### src/rtl/nor_logic_pkg.sv
// Shared definitions for the NOR-built logic unit.
// Function-select codes (3-bit), FSM state type, and NOR2-based helper cells.
package nor_logic_pkg;

  localparam logic [2:0] OP_AND  = 3'd0;
  localparam logic [2:0] OP_OR   = 3'd1;
  localparam logic [2:0] OP_NAND = 3'd2;
  localparam logic [2:0] OP_NOR  = 3'd3;
  localparam logic [2:0] OP_XOR  = 3'd4;
  localparam logic [2:0] OP_XNOR = 3'd5;
  localparam logic [2:0] OP_NOTA = 3'd6;
  localparam logic [2:0] OP_PASS = 3'd7;

  typedef enum logic {
    ST_IDLE,
    ST_ACCUM
  } state_t;

  // The only primitive cell: 2-input NOR.
  function automatic logic nor2(input logic p, input logic q);
    return ~(p | q);
  endfunction

  // XOR from four NOR2 cells plus one NOR2 inverter.
  function automatic logic xor_nor(input logic p, input logic q);
    logic t, u, v, xn;
    t  = nor2(p, q);
    u  = nor2(p, t);
    v  = nor2(q, t);
    xn = nor2(u, v);
    return nor2(xn, xn);
  endfunction

endpackage

### src/rtl/nor_bitwise.sv
// Combinational bitwise function unit built solely from NOR2 cells.
// Ports:
//   x, z  : WIDTH-bit operands
//   op    : function select (AND, OR, NAND, NOR, XOR, XNOR, NOT x, PASS x)
//   r     : WIDTH-bit result
module nor_bitwise
  import nor_logic_pkg::*;
#(
  parameter int WIDTH = 8
) (
  input  logic [WIDTH-1:0] x,
  input  logic [WIDTH-1:0] z,
  input  logic [2:0]       op,
  output logic [WIDTH-1:0] r
);

  for (genvar i = 0; i < WIDTH; i++) begin : g_bit
    logic nx, nz, n_or, f_or, f_and, f_nand;
    logic u, v, f_xnor, f_xor, f_pass;
    logic [7:0] f;

    assign nx     = nor2(x[i], x[i]);
    assign nz     = nor2(z[i], z[i]);
    assign n_or   = nor2(x[i], z[i]);
    assign f_or   = nor2(n_or, n_or);
    assign f_and  = nor2(nx, nz);
    assign f_nand = nor2(f_and, f_and);
    // u = ~x & z, v = x & ~z; their NOR is XNOR
    assign u      = nor2(x[i], n_or);
    assign v      = nor2(z[i], n_or);
    assign f_xnor = nor2(u, v);
    assign f_xor  = nor2(f_xnor, f_xnor);
    assign f_pass = nor2(nx, nx);

    // Indexed by op code
    assign f    = {f_pass, nx, f_xnor, f_xor, n_or, f_nand, f_or, f_and};
    assign r[i] = f[op];
  end

endmodule

### src/rtl/nor_logic_unit.sv
// Registered NOR-built logic unit with valid/ready stream and fold mode.
// Ports:
//   clk, rst            : clock, asynchronous active-high reset
//   in_valid/in_ready   : input beat handshake
//   a, b, op            : operands and function select
//   acc_mode, last      : fold a multi-beat stream of a into one result
//   out_valid/out_ready : result handshake
//   y, beats            : result and number of beats folded (saturating)
//   out_parity          : XOR-reduce of y, only with NOR_LOGIC_UNIT_PARITY_EN
module nor_logic_unit
  import nor_logic_pkg::*;
#(
  parameter  int WIDTH     = 8,
  parameter  int MAX_BEATS = 255,
  localparam int CNT_W     = $clog2(MAX_BEATS + 1)
) (
  input  logic             clk,
  input  logic             rst,
  input  logic             in_valid,
  output logic             in_ready,
  input  logic [WIDTH-1:0] a,
  input  logic [WIDTH-1:0] b,
  input  logic [2:0]       op,
  input  logic             acc_mode,
  input  logic             last,
  output logic             out_valid,
  input  logic             out_ready,
  output logic [WIDTH-1:0] y,
  output logic [CNT_W-1:0] beats
`ifdef NOR_LOGIC_UNIT_PARITY_EN
  ,
  output logic             out_parity
`endif
);

  localparam logic [CNT_W-1:0] MAX_CNT = CNT_W'(MAX_BEATS);
  localparam logic [CNT_W-1:0] ONE     = CNT_W'(1);

  state_t           state;
  logic [WIDTH-1:0] acc;
  logic [CNT_W-1:0] cnt;
  logic [2:0]       op_l;

  logic             accept, in_accum, load;
  logic [WIDTH-1:0] fn_x, fn_z, fn_r, y_next;
  logic [2:0]       fn_op;
  logic [CNT_W-1:0] cnt_next, beats_next;

  assign in_ready = !out_valid || out_ready;
  assign accept   = in_valid && in_ready;
  assign in_accum = (state == ST_ACCUM);

  // While folding, the unary ops apply to the incoming word, not to acc.
  always_comb begin
    fn_op = op;
    fn_x  = a;
    fn_z  = b;
    if (in_accum) begin
      fn_op = op_l;
      fn_x  = (op_l == OP_NOTA || op_l == OP_PASS) ? a : acc;
      fn_z  = a;
    end
  end

  nor_bitwise #(.WIDTH(WIDTH)) u_bitwise (
    .x  (fn_x),
    .z  (fn_z),
    .op (fn_op),
    .r  (fn_r)
  );

  always_comb begin
    cnt_next   = (cnt == MAX_CNT) ? cnt : cnt + ONE;
    load       = accept && (in_accum ? last : (!acc_mode || last));
    y_next     = (!in_accum && acc_mode) ? a : fn_r;
    beats_next = in_accum ? cnt_next : ONE;
  end

`ifdef NOR_LOGIC_UNIT_PARITY_EN
  logic par_next;
  always_comb begin
    par_next = 1'b0;
    for (int unsigned i = 0; i < WIDTH; i++) par_next = xor_nor(par_next, y_next[i]);
  end
`endif

  always_ff @(posedge clk or posedge rst) begin
    if (rst) begin
      state     <= ST_IDLE;
      acc       <= '0;
      cnt       <= '0;
      op_l      <= '0;
      out_valid <= 1'b0;
      y         <= '0;
      beats     <= '0;
`ifdef NOR_LOGIC_UNIT_PARITY_EN
      out_parity <= 1'b0;
`endif
    end else begin
      if (load) begin
        out_valid <= 1'b1;
        y         <= y_next;
        beats     <= beats_next;
`ifdef NOR_LOGIC_UNIT_PARITY_EN
        out_parity <= par_next;
`endif
      end else if (out_ready) begin
        out_valid <= 1'b0;
      end

      if (accept) begin
        case (state)
          ST_IDLE: begin
            if (acc_mode && !last) begin
              acc   <= a;
              cnt   <= ONE;
              op_l  <= op;
              state <= ST_ACCUM;
            end
          end
          ST_ACCUM: begin
            acc <= fn_r;
            cnt <= cnt_next;
            if (last) state <= ST_IDLE;
          end
          default: state <= ST_IDLE;
        endcase
      end
    end
  end

endmodule
### config.mk
export PLATFORM = sky130hd
export DESIGN_NAME = nor_logic_unit
export DESIGN_NICKNAME = d
export VERILOG_FILES = /design/src/rtl/nor_logic_pkg.sv /design/src/rtl/nor_bitwise.sv /design/src/rtl/nor_logic_unit.sv
export SDC_FILE = /design/constraint.sdc
export NUM_CORES = 1
export LEC_CHECK = 0
export ABC_AREA = 1
export CORE_MARGIN = 8
export CORE_UTILIZATION = 51
export DETAILED_ROUTE_END_ITERATION = 16
export PLACE_DENSITY_LB_ADDON = 0.05
export REMOVE_ABC_BUFFERS = 1
export SYNTH_ARGS = -nofsm -noshare
export SYNTH_HDL_FRONTEND = slang
export SYNTH_SLANG_ARGS = --single-unit
### constraint.sdc
create_clock -name clk -period 1.9 [get_ports clk]
set_clock_uncertainty 0.05 [all_clocks]
set_input_delay 0.19 -clock clk [delete_from_list [all_inputs] [get_ports clk]]
set_output_delay 0.19 -clock clk [all_outputs]
set_load 0.005 [all_outputs]
[After elaboration in Yosys (flattened, before gate mapping)]
Cells that the tools add are included.
Storage, ports and cells
  register bits: 37
  bits in latches: 0
  bits in writable memories: 0
  ROM bits: 0
  input bits: 25
  output and inout bits: 18
  logic and storage cells: 157
  memories kept: 0
Cells by class
  $add $sub $neg: 1
  multiply operators: 0
  divide/modulo/power cells: 0
  order comparisons: 1
  eq/ne operators: 4
  shift operators: 0
  multiplexer cells: 33
  bitwise gates (word level): 97
  reductions and logical operators: 14
Operators with widths (number)
  $mux W8: 8
  $not A1 Y1: 57
  $or A1 B1 Y1: 40
  $pmux W8 S2: 2
  $bmux W1 S3: 8
  $mux W1: 13
  $add A8 B1 Y8 const B: 1
  $eq A8 B8 Y1 const B: 1
  $eq A3 B3 Y1 const B: 2
  $logic_and A1 B1 Y1: 4
  $logic_not A1 Y1: 4
  $lt A3 B4 Y1 const B: 1
  $logic_or A1 B1 Y1: 3
  $mux W3: 1
  $reduce_and A3 Y1: 1
  $ne A2 B2 Y1 const B: 1
  $pmux W1 S2: 1
  $reduce_and A2 Y1: 1
  $reduce_bool A2 Y1: 1

[Logic depth before layout (Yosys ltp)]
Gate-level depths: netlist of run 1.
  depth after elaboration: 13
  gate-level depth with buffers: 16
  mapped depth without buffers: 15

[Modules after synthesis]
A second synthesis of run 1 with hierarchy kept.
Second synthesis, totals
  cells, all modules: 483
  area total of the unflattened synthesis: 3319.4 sq um
By module, submodules not included
  nor_logic_unit: times used 1, cells an instance 279, area an instance 2169.6 sq um, seq. area each 925.9 sq um
  nor_bitwise: times used 1, cells an instance 204, area an instance 1149.9 sq um, seq. area each 0.0 sq um

[Least setup slack after synthesis of run 1]
No wires, ideal clock.
  path kind: reg2reg
  start point: register state (netlist: in_accum)
  end point: register acc[6]
  setup time: 0.065 ns
  data arrival time: 1.908 ns
  slack: -0.123 ns
  cell stages (with the launch flop): 14
  buffers on the path: 2
  clock period less this slack: 2.023 ns
  cells stage by stage: dfrtp_1 buf_6 nand2_2 nand2_2 buf_6 nand2_1 nand2_1 ha_1 or2_2 nand3_1 nand3_1 nand3_1 nand2_1 nand2_1
Between the ends
  cells in the longest elaborated chain, start to end: 10
  elaborated cells between the ends (all ways): 21
  those cells by class: eq/ne: 1; mux: 6; bitwise: 13; reduce/logical: 1
RTL lines
  start, declared: line nor_logic_unit.sv:39  | state_t state;
  start signal, assigned: line nor_logic_unit.sv:89  | state <= ST_IDLE;
  start signal, assigned: line nor_logic_unit.sv:118  | state <= ST_ACCUM;
  start signal, assigned: line nor_logic_unit.sv:124  | if (last) state <= ST_IDLE;
  $mux W8: line nor_logic_unit.sv:58  | if (in_accum) begin
  $or A1 B1 Y1: line nor_logic_pkg.sv:21  | return ~(p | q);
  $not A1 Y1: line nor_logic_pkg.sv:21
  $or A1 B1 Y1: line nor_logic_pkg.sv:21
  $not A1 Y1: line nor_logic_pkg.sv:21
  $or A1 B1 Y1: line nor_logic_pkg.sv:21
  $not A1 Y1: line nor_logic_pkg.sv:21
  $bmux W1 S3: line nor_bitwise.sv:37  | assign r[i] = f[op];
  $mux W1 (not written as such): line nor_bitwise.sv:37
  $pmux W8 S2: line nor_logic_unit.sv:112  | case (state)
  end signal, assigned: line nor_logic_unit.sv:122  | acc <= fn_r;
  end, declared: line nor_logic_unit.sv:40  | logic [WIDTH-1:0] acc;
Several ways; a longest one is shown, not always the timed one. The select of a mux whose other input is x is not followed.
A chain may end at the register's enable or synchronous reset.

[Worst setup path after layout of run 1]
  start point: register state (netlist: in_accum)
  end point: register acc[0]
The elaborated chain is that of the path after synthesis.

==> results.toml, run 1 <==
[status]
outcome = "complete, but fails checks"
violations = "negative setup slack"

[cells_and_area]
stdcell_area_mm2 = 0.00495
layout.nets = 663
drive_gt1_share_pct = 30.9
syn2layout_area_growth_pct = 50.2
seqCellArea_um2 = 927
multi_input_area_mm2 = 0.00249
nFillCells = 450
antennaDiodeCount = 0

[timing]
fin_tns_setup_ps = -302
rsz0062_at_grt = "true"
fmax_mhz = 512
setup_slack_ps = -52.4
finalSetupViolCount = 9
maxSlewViolCount = 0
fin_crit_ps = 1950
tightest_slew_ps = 672
period_share_pct = 103
slew_headroom_pct = 55.2
hold_violations = 0

[routing]
final_antenna_net_count = 0
drc_errors = 0
dr_total_vias = 3925
drtIter0Drc = 336
viasPerCell = 5.62
wl_um = 11700
post_drt_wl_per_cell_um = 16.8
firstDrtPassIters = 5

[synthesis]
seq_area_frac_synth_pct = 28.1
yosysWarnings = 0
synth_area_per_cell_um2 = 6.21
ys_seq_elements = 37
synthCells = 531
yosys.cell_types.count = 25
synth_area_mm2 = 0.00330

[global_routing]
grt_pass1_wl_um = 15800
top_usage_layer = "met2"
antenna_found_initial = 0
use_met1_pct = 25.4
use_met3_pct = 2.78
track_usage_pct = 21.2
overflow = 0
grt.met2_usage_pct = 38.1
grt_max_degree = 38
grt_pass1_vias = 3444

[floorplan]
die_x_um = 96.4
die_area_mm2 = 0.00930
io_pins = 43
core_region_area_mm2 = 0.00631
start_util_pct = 52.2
dieHeight_um = 96.4
std_cell_rows = 29

[clock_tree]
cts_tree = "done"
clockBufferDepth = 2
htreeDepth = 2
cts_buffers = 5
clk_pin_slew_ps = 80
clock_sinks = 37
clk_root_buffer_cell = "clkbuf_8"
clock_latency_ps = 300

[power_and_ir_drop]
powerDensity_mw_per_mm2 = 1130
peakVddDrop_v = 0.000681
leakage_uw = 0.00252

[critical_path]
critPathArrivalTime_ps = 2090
cp.required_ps = 2040
startpoint_type = "flip-flop"
endpoint_kind = "flip-flop"
r2r_cells = 13
path_class = "flip-flop to flip-flop"
cp_max_fo = 6

[placed_design]
post-place-ws_ps = -127
place_congestion = 0.826
dpl-instance-area_mm2 = 0.00407
hpwl_um = 6380
portBuffers = 42

[hold_path]
hold_class = "input pin to async pin"

[flow_run]
maxCapViolCount = 0
## synth_stat cells
library cell  count  area share (%)
nand2_1         211              24
nand3_1         102              15
inv_1            66             7.5
dfrtp_1          37              28
a21oi_1          29             4.4
ha_1             17             6.4
o21ai_0          15             2.3
buf_2             9             1.4
buf_6             8             2.7
buf_4             5             1.1
nand2_2           4            0.76
o21ai_1           4            0.61
inv_2             3            0.34
nor2_1            3            0.34
o21ai_4           3             1.5
or2_2             3            0.57
clkbuf_1          2            0.23
nand4_1           2            0.38
nor2_2            2            0.38
nand2_4           1            0.34
nor3_1            1            0.15
o211ai_1          1            0.23
o21a_1            1            0.23
o21ai_2           1            0.27
xnor2_1           1            0.27
## critical path, stage by stage (launching register included)
cell     delay (ps)
dfrtp_2         480
nand2_4         160
nand2_8          90
buf_12          160
nand2_4          80
nand2_4          70
ha_4            270
inv_2            40
nand2_2          70
nand3_2          70
nand3_2         100
nand3_2          80
nand2_1          70
nand2_1          50
## where the power goes
part,leakage (uW),switching [uW],internal (uW)
registers,0.000470,187,1020
logic,0.00200,2120,1730
clock network,0.0000450,297,255
total,0.00252,2600,3000
## cell type report
cell class | count | area share [%]
multi-input combinational | 402 | 50.3
clock buffer | 6 | 1.47
tap | 77 | 1.95
timing repair buffer | 106 | 22.1
inverter | 69 | 5.28
sequential | 37 | 18.7
clock inverter | 2 | 0.202
## per-stage QoR
step	cells	power (uW)	utilization (%)	hold slack, ps
floorplan	507	2770	-	299
global placement	676	3800	64.5	412
detailed placement	676	3870	64.5	414
CTS	688	4520	67.1	283
global route	699	5980	78.4	334
finish	699	5600	78.4	270
## per-layer routing
| metal | part of all wire (%) | vias to the layer above |
|---|---|---|
| met5 | 0 | - |
| met4 | 3.4 | 0 |
| met3 | 7.0 | 46 |
| met2 | 50 | 180 |
| met1 | 39 | 1832 |
| li1 | - | 1867 |
## layout by cell type (no fill, tap or decap), drive strengths merged, types with 2 or more instances in the layout
| master | synthesis | routed |
|---|---|---|
| a21oi | 29 | 29 |
| buf | 22 | 59 |
| clkbuf | 2 | 11 |
| clkdlybuf4s50 | 0 | 42 |
| clkinv | 0 | 2 |
| dfrtp | 37 | 37 |
| ha | 17 | 17 |
| inv | 69 | 69 |
| nand2 | 216 | 216 |
| nand3 | 102 | 102 |
| nand4 | 2 | 2 |
| nor2 | 5 | 5 |
| o21ai | 23 | 24 |
| or2 | 3 | 3 |
## flip-flops by register name, summed over array words and instances, names as in the netlist
| signal | flops |
|---|---|
| in_accum | 1 |
| y | 8 |
| acc | 8 |
| op_l | 3 |
| cnt | 8 |
| beats | 8 |
| out_valid | 1 |
## final timing paths
kind / startpoint / end / slack [ps]
worst max-delay path: in_accum / acc[0] / -50
max in group asynchronous: rst / in_accum / 1170
min in group clk: y[3] / y[3] / 420
worst max register to register: in_accum / acc[0] / -50
worst min-delay path: rst / op_l[2] / 270
worst min register to register: y[3] / y[3] / 420
## cells by family after synthesis
kind of cell | synth area share [%]
AOI/OAI and AO/OA | 9.48
xor gates and xnor gates | 0.266
adders and majority gates | 6.45
buffers and inverters | 13.3
DFF | 28.1
and+or+nand+nor | 42.4
## what timing repair did
| action | 4_1_cts | 5_1_grt |
|---|---|---|
| buffers inserted | 3 | 5 |
| pin swaps | 4 | 78 |
| gates cloned | 1 | 6 |
| resized for setup | 15 | 127 |
| hold buffers | 0 | 0 |
| endpoints found under the setup margin | 19 | 25 |
Note: power is estimated with default switching activity, not from simulation.
==> run 2, diff against run 1 <==
--- a/config.mk
+++ b/config.mk
@@ -14,3 +14,4 @@
 export SYNTH_ARGS = -nofsm -noshare
 export SYNTH_HDL_FRONTEND = slang
 export SYNTH_SLANG_ARGS = --single-unit
+export TNS_END_PERCENT = 100
==> results of run 2 <==
The final DEF is identical to that of run 1; final timing and power are the same.
==> run 3, diff against run 2 <==
--- a/config.mk
+++ b/config.mk
@@ -9,7 +9,8 @@
 export CORE_MARGIN = 8
 export CORE_UTILIZATION = 51
 export DETAILED_ROUTE_END_ITERATION = 16
-export PLACE_DENSITY_LB_ADDON = 0.05
+export GPL_TIMING_DRIVEN = 0
+export PLACE_DENSITY = 0.79
 export REMOVE_ABC_BUFFERS = 1
 export SYNTH_ARGS = -nofsm -noshare
 export SYNTH_HDL_FRONTEND = slang
==> results.toml, run 3 (synthesized netlist as in run 1, its figures left out) <==
[floorplan]
core_region_area_mm2 = 0.00631
dieHeight_um = 96.4
io_pins = 43
std_cell_rows = 29
die_area_mm2 = 0.00930
start_util_pct = 52.2
die_x_um = 96.4

[placed_design]
dpl-instance-area_mm2 = 0.00365
place_congestion = 0.825
portBuffers = 42
hpwl_um = 5720
post-place-ws_ps = -1320

[power_and_ir_drop]
leakage_uw = 0.00251
fin_total_pwr_uw = 6050
peakVddDrop_v = 0.000851
powerDensity_mw_per_mm2 = 1180

[global_routing]
track_usage_pct = 23.9
grt_pass1_wl_um = 17500
grt_pass1_vias = 3714
grt_max_degree = 38
overflow = 0
antenna_found_initial = 0

[flow_run]
maxCapViolCount = 0

[routing]
post_drt_wl_per_cell_um = 21.5
drc_errors = 0
firstDrtPassIters = 7
wl_um = 15100
final_antenna_net_count = 0
drtIter0Drc = 664
viasPerCell = 6.42
dr_total_vias = 4508

[clock_tree]
clock_sinks = 37
clock_latency_ps = 320
cts_buffers = 5
clk_root_buffer_cell = "clkbuf_8"
clockBufferDepth = 2
cts_tree = "done"
clk_pin_slew_ps = 100
htreeDepth = 2

[cells_and_area]
stdcell_area_mm2 = 0.00511
syn2layout_area_growth_pct = 54.9
drive_gt1_share_pct = 30.2
layout.nets = 666
final_common_cell = "nand2_1"
final_cell_mix = "nand2_1, nand3_1, inv_1"
nFillCells = 375
antennaDiodeCount = 0

[critical_path]
cp_max_fo = 8
endpoint_kind = "flip-flop"
startpoint_type = "flip-flop"
crit_chain = "nand2_8, nand2_8, nand2_2, nand2_4, ha_4, inv_1, nand2_1, nand3_1, nand3_2, nand3_1, nand2_1, nand2_1"
cpMaxStageDelayCell = "dfrtp_4"
slowest_delay_ps = 590
path_class = "flip-flop to flip-flop"
critPathArrivalTime_ps = 2430
cpMostUsedCell = "nand2_1"
cp.required_ps = 2060
worst-path-buf-inv = 1
cpLargestDelayFamily = "simple AND/OR/NAND/NOR gates"

[timing]
rsz0062_at_grt = "true"
hold-worst-slack_ps = 307
fmax_mhz = 439
slew_headroom_pct = 44.0
fin_crit_ps = 2280
hold_violations = 0
maxSlewViolCount = 0
finalSetupViolCount = 16
setup_slack_ps = -377
tightest_slew_ps = 839
period_share_pct = 120

[status]
violations = "negative setup slack"
outcome = "complete, but fails checks"

[hold_path]
hold_class = "input pin to async pin"
[run 3: routing by layer]
metal  vias up  global-route usage, %  part of all wire (%)
li1       1888                      -                     -
met1      1984                   28.9                    33
met2       465                   39.8                    44
met3       171                   5.18                    14
met4         0                   10.7                   8.6
met5         -                      0                     0
[run 3: worst paths after layout]
| kind | start | cells past startpoint | end | slack, ps |
|---|---|---|---|---|
| worst max-delay path | in_accum | 12 | y[7] | -380 |
| min in group clk | y[5] | 2 | y[5] | 440 |
| worst max register to register | in_accum | 12 | y[7] | -380 |
| worst min-delay path | rst | 2 | acc[7] | 310 |
| max in group asynchronous | rst | 2 | in_accum | 880 |
| worst min register to register | y[5] | 2 | y[5] | 440 |
[run 3: what timing repair did]
item                       in CTS  in global routing
hold buffers                    0                  0
setup endpoints to repair      35                 29
pin swaps                      17                 54
buffers inserted               29                 30
gates cloned                    3                  5
gates resized for setup        41                118
[run 3: cell type report]
class / count / area [um2] / area share [%]
Multi-Input combinational cell: 405 / 2600 / 50.9
Timing Repair Buffer: 104 / 1100 / 21.5
Sequential cell: 37 / 930 / 18.2
Inverter: 69 / 280 / 5.49
Tap cell: 77 / 96.3 / 1.89
Clock buffer: 5 / 68.8 / 1.35
Clock inverter: 3 / 17.5 / 0.343
Timing Repair inverter: 2 / 16.3 / 0.318
[run 3: stage by stage]
step / util (%) / std cells / setup TNS, ps
finish: 80.9 / 702 / -3090
global placement: 57.6 / 626 / -57530
global route: 80.9 / 702 / -4220
CTS: 67.5 / 667 / -1650
detailed placement: 57.9 / 627 / -31900
floorplan: - / 507 / -25180
[run 3: report_power, final]
part	switching, uW	total (uW)	internal, uW
Clock	354	608	254
Sequential	211	1230	1020
Combinational	2450	4210	1760
Total	3010	6050	3040
